`config.mk`:
```
export PLATFORM = sky130hd
export DESIGN_NAME = mac_arbiter
export DESIGN_NICKNAME = d
export VERILOG_FILES = /design/src/rtl/mac_arbiter.sv
export SDC_FILE = /design/constraint.sdc
export NUM_CORES = 1
export LEC_CHECK = 0
export CAP_MARGIN = 15
export CORE_AREA = 4 4 82 84
export DETAILED_ROUTE_END_ITERATION = 8
export DIE_AREA = 0 0 86 88
export DONT_BUFFER_PORTS = 1
export RECOVER_POWER = 50
export SYNTH_ARGS = -nofsm -noshare
export SYNTH_HDL_FRONTEND = slang
export SYNTH_SLANG_ARGS = --single-unit
```
`constraint.sdc`:
```
create_clock -name clk -period 4 [get_ports clk]
set_input_delay 0.4 -clock clk [delete_from_list [all_inputs] [get_ports clk]]
set_output_delay 0.4 -clock clk [all_outputs]
set_load 0.005 [all_outputs]
```
`src/rtl/mac_arbiter.sv`:
```
// Four-requester round-robin front end for a shared, in-order MAC pipeline.
// A tag FIFO records which requester owns each issued operation. Returning
// results are steered back to that requester in issue order.
module mac_arbiter #(
  parameter int DW    = 8,
  parameter int DEPTH = 4
) (
  input  logic                     clk,
  input  logic                     reset,
  input  logic [3:0]               req_valid,
  output logic [3:0]               req_ready,
  input  logic [4*DW-1:0]          req_a,
  input  logic [4*DW-1:0]          req_b,
  input  logic [4*DW-1:0]          req_c,
  input  logic [4*DW-1:0]          req_d,
  output logic [DW-1:0]            mac_a,
  output logic [DW-1:0]            mac_b,
  output logic [DW-1:0]            mac_c,
  output logic [DW-1:0]            mac_d,
  output logic                     mac_valid,
  input  logic                     mac_ready,
  input  logic [2*DW-1:0]          mac_res,
  input  logic                     mac_res_valid,
  output logic                     mac_res_ready,
  output logic [2*DW-1:0]          rsp_data,
  output logic [3:0]               rsp_valid,
  input  logic [3:0]               rsp_ready,
  output logic [$clog2(DEPTH):0]   inflight,
  output logic                     err_orphan
);

  localparam int AW = $clog2(DEPTH);
  localparam logic [AW:0]   FULL_CNT = (AW+1)'(DEPTH);
  localparam logic [AW:0]   INF_ONE  = (AW+1)'(1);
  localparam logic [AW-1:0] PTR_ONE  = AW'(1);

  logic [1:0]    ptr;
  logic [1:0]    grant;
  logic [1:0]    tags [DEPTH];
  logic [AW-1:0] wptr, rptr;
  logic [1:0]    head;
  logic          busy, full, issue, pop;

  assign busy  = (inflight != '0);
  assign full  = (inflight == FULL_CNT);
  assign head  = tags[rptr];

  // Round-robin search starting at ptr; the lowest offset with a request wins.
  always_comb begin
    logic [1:0] idx;
    grant = ptr;
    idx   = ptr;
    for (int k = 3; k >= 0; k--) begin
      idx = ptr + 2'(k);
      if (req_valid[idx]) grant = idx;
    end
  end

  // Issue side: combinational grant straight to the MAC, blocked when full
  // (a pop in the same cycle does not free a slot until the next cycle).
  always_comb begin
    mac_valid = !reset && (|req_valid) && !full;
    issue     = mac_valid && mac_ready;
    req_ready = '0;
    if (issue) req_ready[grant] = 1'b1;
    mac_a = mac_valid ? req_a[grant*DW +: DW] : '0;
    mac_b = mac_valid ? req_b[grant*DW +: DW] : '0;
    mac_c = mac_valid ? req_c[grant*DW +: DW] : '0;
    mac_d = mac_valid ? req_d[grant*DW +: DW] : '0;
  end

  // Return side: route the result to the head tag's owner; with nothing in
  // flight, accept unconditionally so stray results drain instead of hanging.
  always_comb begin
    rsp_valid     = '0;
    mac_res_ready = 1'b0;
    if (!reset) begin
      mac_res_ready = busy ? rsp_ready[head] : 1'b1;
      for (int i = 0; i < 4; i++)
        rsp_valid[i] = mac_res_valid && busy && (head == 2'(i));
    end
    rsp_data = (|rsp_valid) ? mac_res : '0;
    pop      = mac_res_valid && mac_res_ready && busy;
  end

  // Tag storage: written on issue, contents are don't-care until pushed.
  always_ff @(posedge clk) begin
    if (issue) tags[wptr] <= grant;
  end

  // Pointer, occupancy and sticky orphan-error state.
  always_ff @(posedge clk) begin
    if (reset) begin
      ptr        <= '0;
      wptr       <= '0;
      rptr       <= '0;
      inflight   <= '0;
      err_orphan <= 1'b0;
    end else begin
      if (issue) begin
        wptr <= wptr + PTR_ONE;
        ptr  <= grant + 2'd1;
      end
      if (pop) rptr <= rptr + PTR_ONE;
      case ({issue, pop})
        2'b10:   inflight <= inflight + INF_ONE;
        2'b01:   inflight <= inflight - INF_ONE;
        default: inflight <= inflight;
      endcase
      if (mac_res_valid && mac_res_ready && !busy) err_orphan <= 1'b1;
    end
  end

endmodule

```
==> After elaboration in Yosys (flattened, before gate mapping) <==
Memory sizes are Yosys's and may differ from the RTL's. A register that Yosys moved wholly into a read port is not among the register bits.
Cells that the tools add are included.
{ "word_totals": {"reg_bits": 10, "inputBits": 156, "output_inout_bits": 62, "memories": 1, "ramBits": 8, "elab_cells": 81} }
{ "classes": {"addsub": 8, "shift": 4, "reduce_logical": 20, "mux": 30, "magnitude_cmp": 7, "n_eq_ne": 6} }
{ "memory_table": {"columns": ["name", "words", "width", "read_ports", "rd_ports_with_merged_regs", "write_ports", "line", "text"], "rows": [
  ["tags", 4, 2, 1, 1, 1, "39", "logic [1:0] tags [DEPTH];"]
]} }
{ "op_table": {"columns": ["operator", "count"], "rows": [
  ["indexed part select 32 x 6 -> 8 bit", 4],
  ["two-way mux 8 bit", 4],
  ["< comparator 2 x 3 -> 1 bit, second input constant", 6],
  ["two-way mux 16 bit", 1],
  ["logical AND 1 bit", 12],
  ["two-way mux 2 bit", 6],
  ["binary-select mux 1 bit (select 2 bit)", 5],
  ["two-way mux 1 bit", 10],
  ["adder 2 x 1 -> 2 bit, second input constant", 4],
  ["two-way mux 4 bit", 2],
  ["OR reduction 4 bit", 2],
  ["equality test 2 bit, second input constant", 3],
  ["one-hot mux 3 bit (2 select lines)", 1],
  ["adder 2 bit, second input constant", 2],
  ["equality test 2 x 1 -> 1 bit, second input constant", 2],
  ["adder 3 x 1 -> 3 bit, second input constant", 1],
  ["equality test 3 bit, second input constant", 1],
  ["logical NOT 1 bit", 3],
  ["nonzero test 3 bit", 1],
  ["subtractor 3 x 1 -> 3 bit, second input constant", 1],
  ["demux 1 bit (select 2 bit)", 1],
  ["greater-or-equal comparator 2 x 1 -> 1 bit, second input constant", 1],
  ["logical NOT 2 bit", 1],
  ["nonzero test 2 bit", 1]
]} }

==> Depth between registers and ports, before layout <==
{ "depth": {"depth_word": 12, "mapped_depth": 10, "mapped_depth_nobuf": 9} }

==> Worst setup path before layout <==
Ideal clock, no wire load.
{ "synth_path": {"kind": "reg2reg", "start": "reg with a tool-made name", "end": "reg inflight[1]", "t_arrival_ns": 2.391, "setup_slack_ns": 1.477, "n_path_buf": 1, "setup_time_ns": 0.132, "path_stages_with_launch": 11, "required_ns": 3.868, "period_less_slack_ns": 2.523, "path_cell_list": "dfxtp_1 > buf_6 > mux4_2 > o311a_4 > a31oi_2 > nand2_1 > nor2_1 > fa_1 > nor2b_1 > nand4_1 > o2111ai_1"} }
{ "synth_rtl": {"columns": ["element", "line", "text"], "rows": [
  ["end signal, assigned", "106", "2'b10: inflight <= inflight + INF_ONE;"],
  ["end signal, assigned", "107", "2'b01: inflight <= inflight - INF_ONE;"],
  ["end signal, assigned", "108", "default: inflight <= inflight;"],
  ["end, declared", "28", "output logic [$clog2(DEPTH):0] inflight,"]
]} }

==> Final worst setup path <==
{ "layout_path": {"start": "reg ptr[0]", "end": "out mac_d[2]"} }
{ "layout_between": {"elab_chain_cells": 9, "elab_cells_between_ends": 17, "cone_classes": "add/sub (3); shift (1); mux (13)"} }
{ "layout_lines": {"columns": ["element", "line", "text"], "rows": [
  ["start, declared", "37", "logic [1:0] ptr;"],
  ["start signal, assigned", "102", "ptr <= grant + 2'd1;"],
  ["adder 2 bit", "54", "idx = ptr + 2'(k);"],
  ["binary-select mux 1 bit (select 2 bit)", "55", "if (req_valid[idx]) grant = idx;"],
  ["two-way mux 1 bit (implied by the code)", "55", null],
  ["two-way mux 2 bit (3 in series)", "55", null],
  ["two-way mux 2 bit *", "55", null],
  ["indexed part select 32 x 6 -> 8 bit *", "69", "mac_d = mac_valid ? req_d[grant*DW +: DW] : '0;"],
  ["two-way mux 8 bit *", "69", null],
  ["end, declared", "19", "output logic [DW-1:0] mac_d,"]
]} }
Mark *: on every way between the ends. The rest lies on a longest branch, timed or not. The select of a mux whose other input is x is not followed.

==> results.cfg <==
[worst_setup_path]
worst_path_required_ns = 3.60
r2r.worst_path.cells = 9
endpoint_kind = output pin
worstPathMaxFanout = 28
worst_setup_path_start_kind = flip-flop
path_class = flip-flop to output pin
cp_data_arrival_time_ns = 2.89

[clock_tree]
buffer_count_from_post_cts_setup_fixing = 0
cts_root_buffer = sky130_fd_sc_hd__clkbuf_8
htree_num_levels = 1
tritoncts_num_sinks = 20
cts_repair_resize_count = 0
clock_buffers_created_by_tritoncts = 3
cts_tree = done
worstSkewPairLatency_ns = 0.25
clk_transition_reported_paths_ns = 0.07
ctsLongestPathBuffers = 2
cts_hold_buffers = 0

[drt]
drtPass1Iterations = 4
drt_iter0_drcs = 87
route.detailed.vias_per_inst = 6.55
routed-via-count = 1944
ant_nets = 0
drt_wl_total_um = 7330
drt_drc_violations_left = 0
routedWlPerCell_um = 24.7

[sta]
fmaxAchievable_mhz = 304
timing.final.crit_share_pct = 82.2
finalCriticalPeriod_ns = 3.29
post-route-worst-setup-slack_ns = 0.714
max_slew.worst_pin.slew_ns = 1.15
finalHoldViolCount = 0
whs_ns = 0.209
unrepaired_setup_endpoints_after_global_routing = false
clock-skew-final_ns = 0.00301
slew_violations = 0
setup_tns_ns = 0
setup_viol_count_final = 0
timing.max_slew.rel_slack_pct = 23.3

[power_and_ir_drop]
total_leakage_power_nw = 0.842
power_per_cell_area_nw_per_um2 = 276
power.combinational.fraction_pct = 44.7
p_sw_mw = 0.228
vdd_ir_drop_max_uv = 142
finalPower_mw = 0.686
pwr-share-seq_pct = 35.5
power_report.internal_total_mw = 0.458
switching_share_pct = 33.2
power.clock.fraction_pct = 19.9

[global_route]
grt_antenna_before_repair = 0
grt_pass1_vias = 2020
all_layer_global_routing_usage_pct = 17.9
grt_first_pass_wirelength_um = 10600
largest_net_degree_at_the_start_of_global_routing = 35
remaining_global_route_overflow = 0

[synth]
synth.distinct_cells = 47
mappedNetlistArea_um2 = 2390
synth.yosys.warnings = 0
syn-instance-count = 228
ys_ff_latch = 20
synth_area_per_cell_um2 = 10.5
synth_top_flop_cell = sky130_fd_sc_hd__dfxtp_1
yosysSeqAreaShare_pct = 20.1
postSynthNetCount = 393
synthArstFlopShare_pct = 0
synth_edf_count = 8

[cells_and_area]
final_net_count = 387
synthToLayoutAreaGrowth_pct = 3.92
multiInputGateArea_um2 = 1810
post_route_cells_drive_above_1_share_pct = 20.8
layout_filler_cell_count = 560
utilization_pct = 42.0
final-instance-count-excl-fill = 297
ff_latch_area_um2 = 480
layout.cell_area.non_filler_um2 = 2490

[floorplan]
design.die.area_um2 = 7570
starting_density_of_the_core_pct = 40.4
die_x_um = 86
placementRows = 28
floorplan.die.height_um = 88
core_um2 = 5920
io_pins = 218

[status]
status = finished, final reports clean

[placed_design]
count_of_input_and_output_buffers = 0
dp_cells = 291
dp_worst_setup_slack_ns = 1.14
place.gp.congestion = 0.878
dp.final_hpwl_um = 6230
placement.cell_area_um2 = 2470

[worst_hold_path]
kind_of_path_behind_the_tightest_hold_check = input port to flip-flop
min_path_cells = 1

[run]
drv.max_cap_violation_count = 0
-- critical path, cell delays in order, from the launching register on --
cell	delay [ns]
sky130_fd_sc_hd__dfxtp_1	0.35
sky130_fd_sc_hd__nor2b_1	0.17
sky130_fd_sc_hd__a221o_1	0.14
sky130_fd_sc_hd__o22a_1	0.89
sky130_fd_sc_hd__clkbuf_1	0.50
sky130_fd_sc_hd__mux4_2	0.39
sky130_fd_sc_hd__and2_1	0.18
-- cells in the final DEF, fill, tap and decap left out, drive strengths merged, types with 2 or more instances in the layout --
cell type  count
or3            2
nor3b          2
o21ai          2
ha             8
nor3           4
nor2b          3
nand3          2
nor2          12
nand4          4
or4            2
nand2b         4
and3           3
a211o          2
a21oi          9
and2          57
dfxtp         12
inv            7
edfxtp         8
clkbuf         8
nand2         10
mux4          34
mux2i          5
-- final timing paths --
check | startpoint | slack (ns) | to
max | ptr[0] | 0.71 | mac_d[2]
min | reset | 0.21 | err_orphan
max reg2reg | flip-flop | 1.18 | inflight[1]
min reg2reg | rptr[1] | 0.46 | flip-flop
-- flip-flops by register name, summed over array words and instances, names as in the netlist, named ones only --
name,cells
tags,8
inflight,3
ptr,2
rptr,2
wptr,2
err_orphan,1
-- routing by layer --
layer / wire, um / GRT usage, % / up-vias
met3: 825 / 5.08 / 4
li1: - / - / 850
met4: 44 / 2.88 / 0
met5: 0 / 0 / -
met1: 2620 / 21.2 / 947
met2: 3840 / 32.6 / 143
-- cell type report --
type / count / area share, %
multi-input cells: 185 / 72.5
flip-flops and latches: 20 / 19.3
well taps: 75 / 3.77
clock buffers: 4 / 1.81
repair buffers: 5 / 1.41
inverters: 7 / 1.06
diodes: 1 / 0.101
-- cells by family (layout without fill, tap and decap cells) --
kind of cell             after synthesis  count (layout)  synth area share [%]
AND/OR/NAND/NOR                      109             109                  26.7
multiplexers                          40              40                  34.5
AO/OA/AOI/OAI                         26              26                  8.93
buffers and inverters                 23              16                  4.39
flip-flops                            20              20                  20.1
adder cells (fa/ha/maj)                9               9                  5.02
XOR/XNOR                               1               1                 0.366
other                                  0               1                     0
-- Yosys cell counts (all sizes together) (2+ instances only) --
cell | count | area, um2
and2 | 57 | 357
mux4 | 34 | 766
dfxtp | 12 | 240
nor2 | 12 | 45.0
clkbuf | 10 | 37.5
nand2 | 10 | 37.5
a21oi | 9 | 45.0
edfxtp | 8 | 240
ha | 8 | 100
inv | 7 | 26.3
buf | 6 | 41.3
mux2i | 5 | 50.1
nand2b | 4 | 25.0
nand4 | 4 | 25.0
nor3 | 4 | 20.0
and3 | 3 | 21.3
nor2b | 3 | 18.8
a211o | 2 | 17.5
nand3 | 2 | 10.0
nor3b | 2 | 15.0
o21ai | 2 | 10.0
or3 | 2 | 12.5
or4 | 2 | 15.0
-- power groups by stage --
| stage | logic, mW | clock network, mW | registers (mW) |
|---|---|---|---|
| final | 0.306 | 0.136 | 0.243 |
| after global routing | 0.340 | 0.149 | 0.246 |
| after detailed placement | 0.317 | 0 | 0.248 |
| after global placement | 0.313 | 0 | 0.247 |
| after floorplan | 0.268 | 0 | 0.241 |
| after CTS | 0.319 | 0.139 | 0.243 |
No activity file was read; power rests on OpenSTA's default activity.
